--- src/rtl/bsg_manycore_link_to_cce_arb_pkg.sv ---
// bsg_manycore_link_to_cce_arb_pkg: shared FSM encoding and default widths for the CCE link arbiter
package bsg_manycore_link_to_cce_arb_pkg;

    typedef enum logic {ST_IDLE, ST_HOLD} arb_state_e;

    localparam int default_mem_cmd_width_lp       = 64;
    localparam int default_mem_data_resp_width_lp = 64;

endpackage

--- src/rtl/bsg_manycore_link_to_cce_arb_tag_fifo.sv ---
// bsg_fifo_1r1w_small: small circular FIFO that remembers which requester owns each outstanding command
module bsg_fifo_1r1w_small #(
    parameter int width_p = 1,
    parameter int els_p   = 2
) (
    input  logic                       clk_i,
    input  logic                       reset_n_i,
    input  logic                       v_i,
    output logic                       ready_o,
    input  logic [width_p-1:0]         data_i,
    output logic                       v_o,
    output logic [width_p-1:0]         data_o,
    input  logic                       yumi_i,
    output logic [$clog2(els_p+1)-1:0] count_o
);
    localparam int ptr_w_lp = els_p > 1 ? $clog2(els_p) : 1;
    localparam int cnt_w_lp = $clog2(els_p + 1);

    logic [width_p-1:0]  mem_q [els_p];
    logic [width_p-1:0]  mem_d [els_p];
    logic [ptr_w_lp-1:0] wr_q, wr_d, rd_q, rd_d;
    logic [cnt_w_lp-1:0] cnt_q, cnt_d;
    logic                push, pop;

    assign v_o     = cnt_q != '0;
    assign ready_o = cnt_q != cnt_w_lp'(els_p) || yumi_i;
    assign data_o  = mem_q[rd_q];
    assign count_o = cnt_q;
    assign push    = v_i && ready_o;
    assign pop     = yumi_i && v_o;

    // Pointer and occupancy update; a push while full is legal only alongside a pop.
    always_comb begin
        mem_d = mem_q;
        wr_d  = wr_q;
        rd_d  = rd_q;
        if (push) begin
            mem_d[wr_q] = data_i;
            wr_d        = wr_q == ptr_w_lp'(els_p - 1) ? '0 : wr_q + 1'b1;
        end
        if (pop) rd_d = rd_q == ptr_w_lp'(els_p - 1) ? '0 : rd_q + 1'b1;
        cnt_d = cnt_q + cnt_w_lp'(push) - cnt_w_lp'(pop);
    end

    // Storage is not reset; only the pointers and count are.
    always_ff @(posedge clk_i) begin
        mem_q <= mem_d;
        if (!reset_n_i) begin
            wr_q  <= '0;
            rd_q  <= '0;
            cnt_q <= '0;
        end else begin
            wr_q  <= wr_d;
            rd_q  <= rd_d;
            cnt_q <= cnt_d;
        end
    end

endmodule

--- src/rtl/bsg_manycore_link_to_cce_arb.sv ---
// bsg_manycore_link_to_cce_arb: round-robin funnel of CCE mem commands onto one link converter with in-order response return
module bsg_manycore_link_to_cce_arb
    import bsg_manycore_link_to_cce_arb_pkg::*;
#(
    parameter int num_req_p             = 2,
    parameter int mem_cmd_width_p       = default_mem_cmd_width_lp,
    parameter int mem_data_resp_width_p = default_mem_data_resp_width_lp,
    parameter int max_outstanding_p     = 4
) (
    input  logic                                       clk_i,
    input  logic                                       reset_n_i,
    input  logic [num_req_p-1:0][mem_cmd_width_p-1:0]  mem_cmd_i,
    input  logic [num_req_p-1:0]                       mem_cmd_v_i,
    output logic [num_req_p-1:0]                       mem_cmd_ready_o,
    output logic [mem_data_resp_width_p-1:0]           mem_data_resp_o,
    output logic [num_req_p-1:0]                       mem_data_resp_v_o,
    input  logic [num_req_p-1:0]                       mem_data_resp_ready_i,
    output logic [mem_cmd_width_p-1:0]                 link_mem_cmd_o,
    output logic                                       link_mem_cmd_v_o,
    input  logic                                       link_mem_cmd_ready_i,
    input  logic [mem_data_resp_width_p-1:0]           link_mem_data_resp_i,
    input  logic                                       link_mem_data_resp_v_i,
    output logic                                       link_mem_data_resp_ready_o
);
    localparam int tag_w_lp = $clog2(num_req_p);
    localparam int cnt_w_lp = $clog2(max_outstanding_p + 1);

    arb_state_e            state_q, state_d;
    logic [tag_w_lp-1:0]   rr_q, rr_d, hi_idx, lo_idx, grant_idx, head_tag;
    logic [mem_cmd_width_p-1:0] cmd_q, cmd_d;
    logic                  hi_v, lo_v, grant_v, full, push, pop, tag_v, tag_ready;
    logic [cnt_w_lp-1:0]   outstanding;

    // Round-robin pick: lowest valid index at or above the pointer, else lowest below it.
    always_comb begin
        hi_v   = 1'b0;
        lo_v   = 1'b0;
        hi_idx = '0;
        lo_idx = '0;
        for (int i = num_req_p - 1; i >= 0; i--) begin
            if (mem_cmd_v_i[i] && i >= int'(rr_q)) begin
                hi_v   = 1'b1;
                hi_idx = tag_w_lp'(i);
            end
            if (mem_cmd_v_i[i] && i < int'(rr_q)) begin
                lo_v   = 1'b1;
                lo_idx = tag_w_lp'(i);
            end
        end
        grant_idx = hi_v ? hi_idx : lo_idx;
    end

    assign full = outstanding == cnt_w_lp'(max_outstanding_p);

    // IDLE grants and latches a command, HOLD presents it until the converter takes it.
    always_comb begin
        state_d = state_q;
        rr_d    = rr_q;
        cmd_d   = cmd_q;
        grant_v = 1'b0;
        if (state_q == ST_IDLE) begin
            grant_v = reset_n_i && (hi_v || lo_v) && !full;
            if (grant_v) begin
                state_d = ST_HOLD;
                cmd_d   = mem_cmd_i[grant_idx];
                rr_d    = grant_idx == tag_w_lp'(num_req_p - 1) ? '0 : grant_idx + 1'b1;
            end
        end else if (link_mem_cmd_ready_i) begin
            state_d = ST_IDLE;
        end
    end

    // FSM, priority pointer and held command registers.
    always_ff @(posedge clk_i) begin
        if (!reset_n_i) begin
            state_q <= ST_IDLE;
            rr_q    <= '0;
            cmd_q   <= '0;
        end else begin
            state_q <= state_d;
            rr_q    <= rr_d;
            cmd_q   <= cmd_d;
        end
    end

    assign mem_cmd_ready_o  = grant_v ? num_req_p'(1) << grant_idx : '0;
    assign link_mem_cmd_v_o = reset_n_i && state_q == ST_HOLD;
    assign link_mem_cmd_o   = reset_n_i ? cmd_q : '0;
    assign push             = link_mem_cmd_v_o && link_mem_cmd_ready_i;

    bsg_fifo_1r1w_small #(
        .width_p(tag_w_lp),
        .els_p  (max_outstanding_p)
    ) tag_fifo (
        .clk_i    (clk_i),
        .reset_n_i(reset_n_i),
        .v_i      (push),
        .ready_o  (tag_ready),
        .data_i   (state_q == ST_HOLD ? rr_q - 1'b1 : '0),
        .v_o      (tag_v),
        .data_o   (head_tag),
        .yumi_i   (pop),
        .count_o  (outstanding)
    );

    // Responses go to the requester whose command is oldest outstanding.
    always_comb begin
        mem_data_resp_v_o = '0;
        for (int i = 0; i < num_req_p; i++)
            mem_data_resp_v_o[i] = link_mem_data_resp_v_i && tag_v && head_tag == tag_w_lp'(i);
    end

    assign mem_data_resp_o            = link_mem_data_resp_i;
    assign link_mem_data_resp_ready_o = tag_v && mem_data_resp_ready_i[head_tag];
    assign pop                        = link_mem_data_resp_ready_o && link_mem_data_resp_v_i;

    // A response with nothing outstanding, or a push into a full tag FIFO, is a protocol error.
    always_ff @(posedge clk_i) begin
        if (reset_n_i) begin
            assert (!(link_mem_data_resp_v_i && !tag_v));
            assert (!push || tag_ready);
            assert (outstanding <= cnt_w_lp'(max_outstanding_p));
        end
    end

endmodule

--- config.mk ---
export PLATFORM = sky130hd
export DESIGN_NAME = bsg_manycore_link_to_cce_arb
export DESIGN_NICKNAME = d
export VERILOG_FILES = /design/src/rtl/bsg_manycore_link_to_cce_arb_pkg.sv /design/src/rtl/bsg_manycore_link_to_cce_arb_tag_fifo.sv /design/src/rtl/bsg_manycore_link_to_cce_arb.sv
export SDC_FILE = /design/constraint.sdc
export NUM_CORES = 1
export LEC_CHECK = 0
export BUFFER_PORTS_ARGS = -buffer_cell sky130_fd_sc_hd__buf_2
export CORE_AREA = 5 5 127 129
export DETAILED_ROUTE_END_ITERATION = 6
export DIE_AREA = 0 0 132 134
export GPL_TIMING_DRIVEN = 1
export HOLD_SLACK_MARGIN = 0.12
export PLACE_DENSITY = 0.76
export SYNTH_ARGS = -nofsm -noshare
export SYNTH_HDL_FRONTEND = slang
export SYNTH_SLANG_ARGS = --single-unit
export TNS_END_PERCENT = 1
--- constraint.sdc ---
create_clock -name clk_i -period 2.9 [get_ports clk_i]
set_input_delay 0.29 -clock clk_i [delete_from_list [all_inputs] [get_ports clk_i]]
set_output_delay 0.29 -clock clk_i [all_outputs]
set_load 0.1 [all_outputs]
==> metrics.md <==
| Metric | Value |
|---|---|
| Run status | `completed` |
| Synth Area per Inst | `9.78 um2` |
| Core Region | `14,900 um2` |
| Die area | `17,700 um2` |
| Final Critical Period | `approximately 2500 ps` |
| TritonCTS Buffers | `9` |
| Overall Global Routing Usage | `13.0%` |
| Post-synth EDFFs | `4` |
| Slew headroom | `between 50% and 60%` |
| Fraction of layout cells with a size suffix above 1 | `about 48%` |
| Final setup fails | `0` |
| Crit-path max cell delay | `600 ps` |
| CP delay by family, top | `multiplexers` |
| Port bufs | `between 200 and 250` |
| Total wire length | `11,400 um` |
| Largest net degree at the start of global routing | `72` |
| Slew @ Worst Pin | `612 ps` |
| Max FO, Critical Path | `5` |
| Post-synth top flop | `dfxtp_1` |
| Kind of critical path | `register to register` |
| Post-route ant nets | `0` |
| Mapped Cells | `491` |
| Clock Latency Late Sink | `340 ps` |
| PD cells | `760 nW/um2` |
| Critical path buffers and inverters | `2` |
| Setup WS pre-CTS | `383 ps` |
| Initial DRC count | `109` |
| PnR worst setup slack | `about 400 ps` |
| DR vias/cell | `between 4 and 5` |
| Layout area overhead | `20.9%` |
| Cell Area, Synth | `4800 um2` |
| Worst min path class | `primary input to register` |
| Initial core utilization | `32.2%` |
| F_max | `0.400 GHz` |
| DRC | `0` |
| First-pass GRT wire length | `18,600 um` |
| Sequential cell area fraction in the yosys report | `32.9%` |
| CTS max path bufs | `2` |
| H-tree levels | `3` |
| Area contributors post-synth | `dfxtp_1 30%, a211oi_2 17%, mux2i_1 14%` |
| Tcrit/Tclk final | `between 80% and 90%` |
| Die W | `132 um` |
| First drt pass iteration count | `4` |
| Global placement routability congestion | `between 0.7 and 0.8` |
| Final slew viol count | `0` |
| RSZ-0062 raised after global routing | `no` |
| # IOs | `334` |
| Row cnt | `45` |
| Synth unique cells | `32` |
| Req. time, crit path | `3110 ps` |
| Synth top area share | `30.4%` |
| Fill cells | `1,493` |
| Post-DP HPWL | `approximately 9000 um` |
| # resized after CTS | `0` |
| VDD IR max | `between 300 and 400 uV` |
| Vias after detailed routing | `~3.7k` |
| Initial antenna violation count | `0` |
| ANT cells | `0` |
| Synth area leader | `dfxtp_1` |
| Reg clk slew, reported paths | `60 ps` |
| Setup TNS | `0 ps` |
| Crit end category | `register` |
| Postcts setup bufs | `0` |
| Pwr Total | `~4.4 mW` |
| Vias in the first global route | `around 3.8k` |
| Nets | `822` |
| Fraction of registers with async set/reset | `0%` |
| Clock sinks | `77` |
| Die H | `roughly 130 um` |
| Warnings from Yosys | `0` |
| Max-Cap Viols | `0` |
| Slowest library cell on the worst path | `mux4_2` |
| Mean routed wirelength per cell | `14.2 um` |
| Global route total overflow | `0` |
| Cts-stage hold buffer count | `0` |
| Clk_skew | `7.52 ps` |
| Syn nets | `~700` |
| Endpoints failing hold | `0` |
| Crit path launch type | `register` |
| P_leak | `2.84 nW` |
| CP Cell Sequence | `mux4_2 > mux2i_4 > ha_1 > inv_1 > ha_1 > inv_1 > fa_1 > xnor2_1 > nor2_1` |
| CTS tree | `yes` |
| Clk root buf | `clkbuf_16` |
| Seq cells post-synth | `77` |
| Arr. time, crit path | `2710 ps` |
-- cells in the mapped netlist, types with 2 or more instances --
| library cell | instances |
|---|---|
| o21ai_1 | 2 |
| o311ai_0 | 2 |
| and2_1 | 70 |
| a211oi_2 | 64 |
| dfxtp_1 | 73 |
| nor2b_1 | 2 |
| buf_6 | 9 |
| inv_1 | 8 |
| buf_4 | 64 |
| buf_2 | 6 |
| ha_1 | 7 |
| nor3_1 | 2 |
| edfxtp_1 | 4 |
| mux2i_1 | 68 |
| clkbuf_1 | 20 |
| nor2_1 | 74 |
-- metal layers --
metal / wire, um / vias to the layer above / track usage (%) / part of all wire (%)
met5: 0 / - / 0 / 0
met4: 526 / 0 / 8.63 / 4.6
met3: 1030 / 41 / 3.90 / 9.0
met2: 5690 / 168 / 22.5 / 50
met1: 4180 / 1597 / 13.7 / 37
li1: - / 1855 / - / -
-- sequential cells by signal, indices dropped and copies added, names as in the netlist --
name	flops
cmd_q	64
state_q	1
tag_fifo.mem_q	4
tag_fifo.rd_q	2
tag_fifo.count_o	3
tag_fifo.wr_q	2
rr_q	1
-- cell usage in the layout, fill, tap and decap left out, drive strengths merged --
cell,synthesis,routed
dfxtp,73,73
nand2b,1,1
nand2,1,1
or2,1,1
xnor2,1,1
clkinvlp,0,1
o31ai,1,1
o21a,1,1
or3b,1,1
nor2b,2,2
xor2,1,1
mux2i,69,69
nor3,2,2
inv,9,10
and2,70,70
fa,1,1
nor2,74,74
ha,7,7
mux4,1,1
clkbuf,20,11
clkinv,0,2
buf,80,212
bufinv,0,1
o311ai,2,2
o2111a,1,1
a21o,1,1
edfxtp,4,4
o211ai,1,1
o21ai,2,2
a211oi,64,64
-- cell families after synthesis --
family                   after synthesis  share of synthesized area (%)
AO/OA/AOI/OAI                         73                           18.4
XOR/XNOR                               2                          0.365
adder cells (fa/ha/maj)                8                           2.24
buffers and inverters                109                           15.1
flip-flops                            77                           32.9
multiplexers                          70                           15.1
AND/OR/NAND/NOR                      152                           15.9
-- metrics by stage --
step / instances / hold WS (ps) / util [%] / instance area, um2
after detailed placement: 791 / 515 / 36.9 / 5500
after CTS: 807 / 206 / 38.9 / 5810
final: 807 / 227 / 38.9 / 5810
after global routing: 807 / 220 / 38.9 / 5810
after floorplan: 491 / 459 / - / 4800
after global placement: 791 / 502 / 36.9 / 5500
-- final cells by class --
cell class,count,area [um2],share of cell area (%)
multi-input combinational,305,2520,43.3
sequential,77,1580,27.2
timing repair buffer,212,1130,19.5
clock buffer,11,243,4.18
tap,188,235,4.05
clock inverter,5,60.1,1.03
inverter,9,36.3,0.625
-- worst paths after layout --
kind / from / end / slack, ps / cells after the start
max: tag_fifo.rd_q[0]$_SDFFE_PN0P_ / tag_fifo.count_o[2]$_SDFF_PN0_ / 400 / 9
min: link_mem_cmd_ready_i / state_q$_SDFF_PN0_ / 230 / 3
max reg2reg: tag_fifo.rd_q[0]$_SDFFE_PN0P_ / tag_fifo.count_o[2]$_SDFF_PN0_ / 400 / 9
min reg2reg: tag_fifo.wr_q[0]$_SDFFE_PN0P_ / tag_fifo.wr_q[0]$_SDFFE_PN0P_ / 520 / 2
-- worst register-to-register path, stage by stage (launching register included) --
cell	delay (ps)
dfxtp_1	400
mux4_2	600
mux2i_4	290
ha_1	280
inv_1	50
ha_1	130
inv_1	50
fa_1	370
xnor2_1	160
nor2_1	50
-- power breakdown --
group	switching (mW)	leakage, nW	internal, mW
clock network	0.454	0.146	0.693
logic	1.36	2.06	0.536
registers	0.102	0.638	1.27
(Power assumes the default switching activity.)
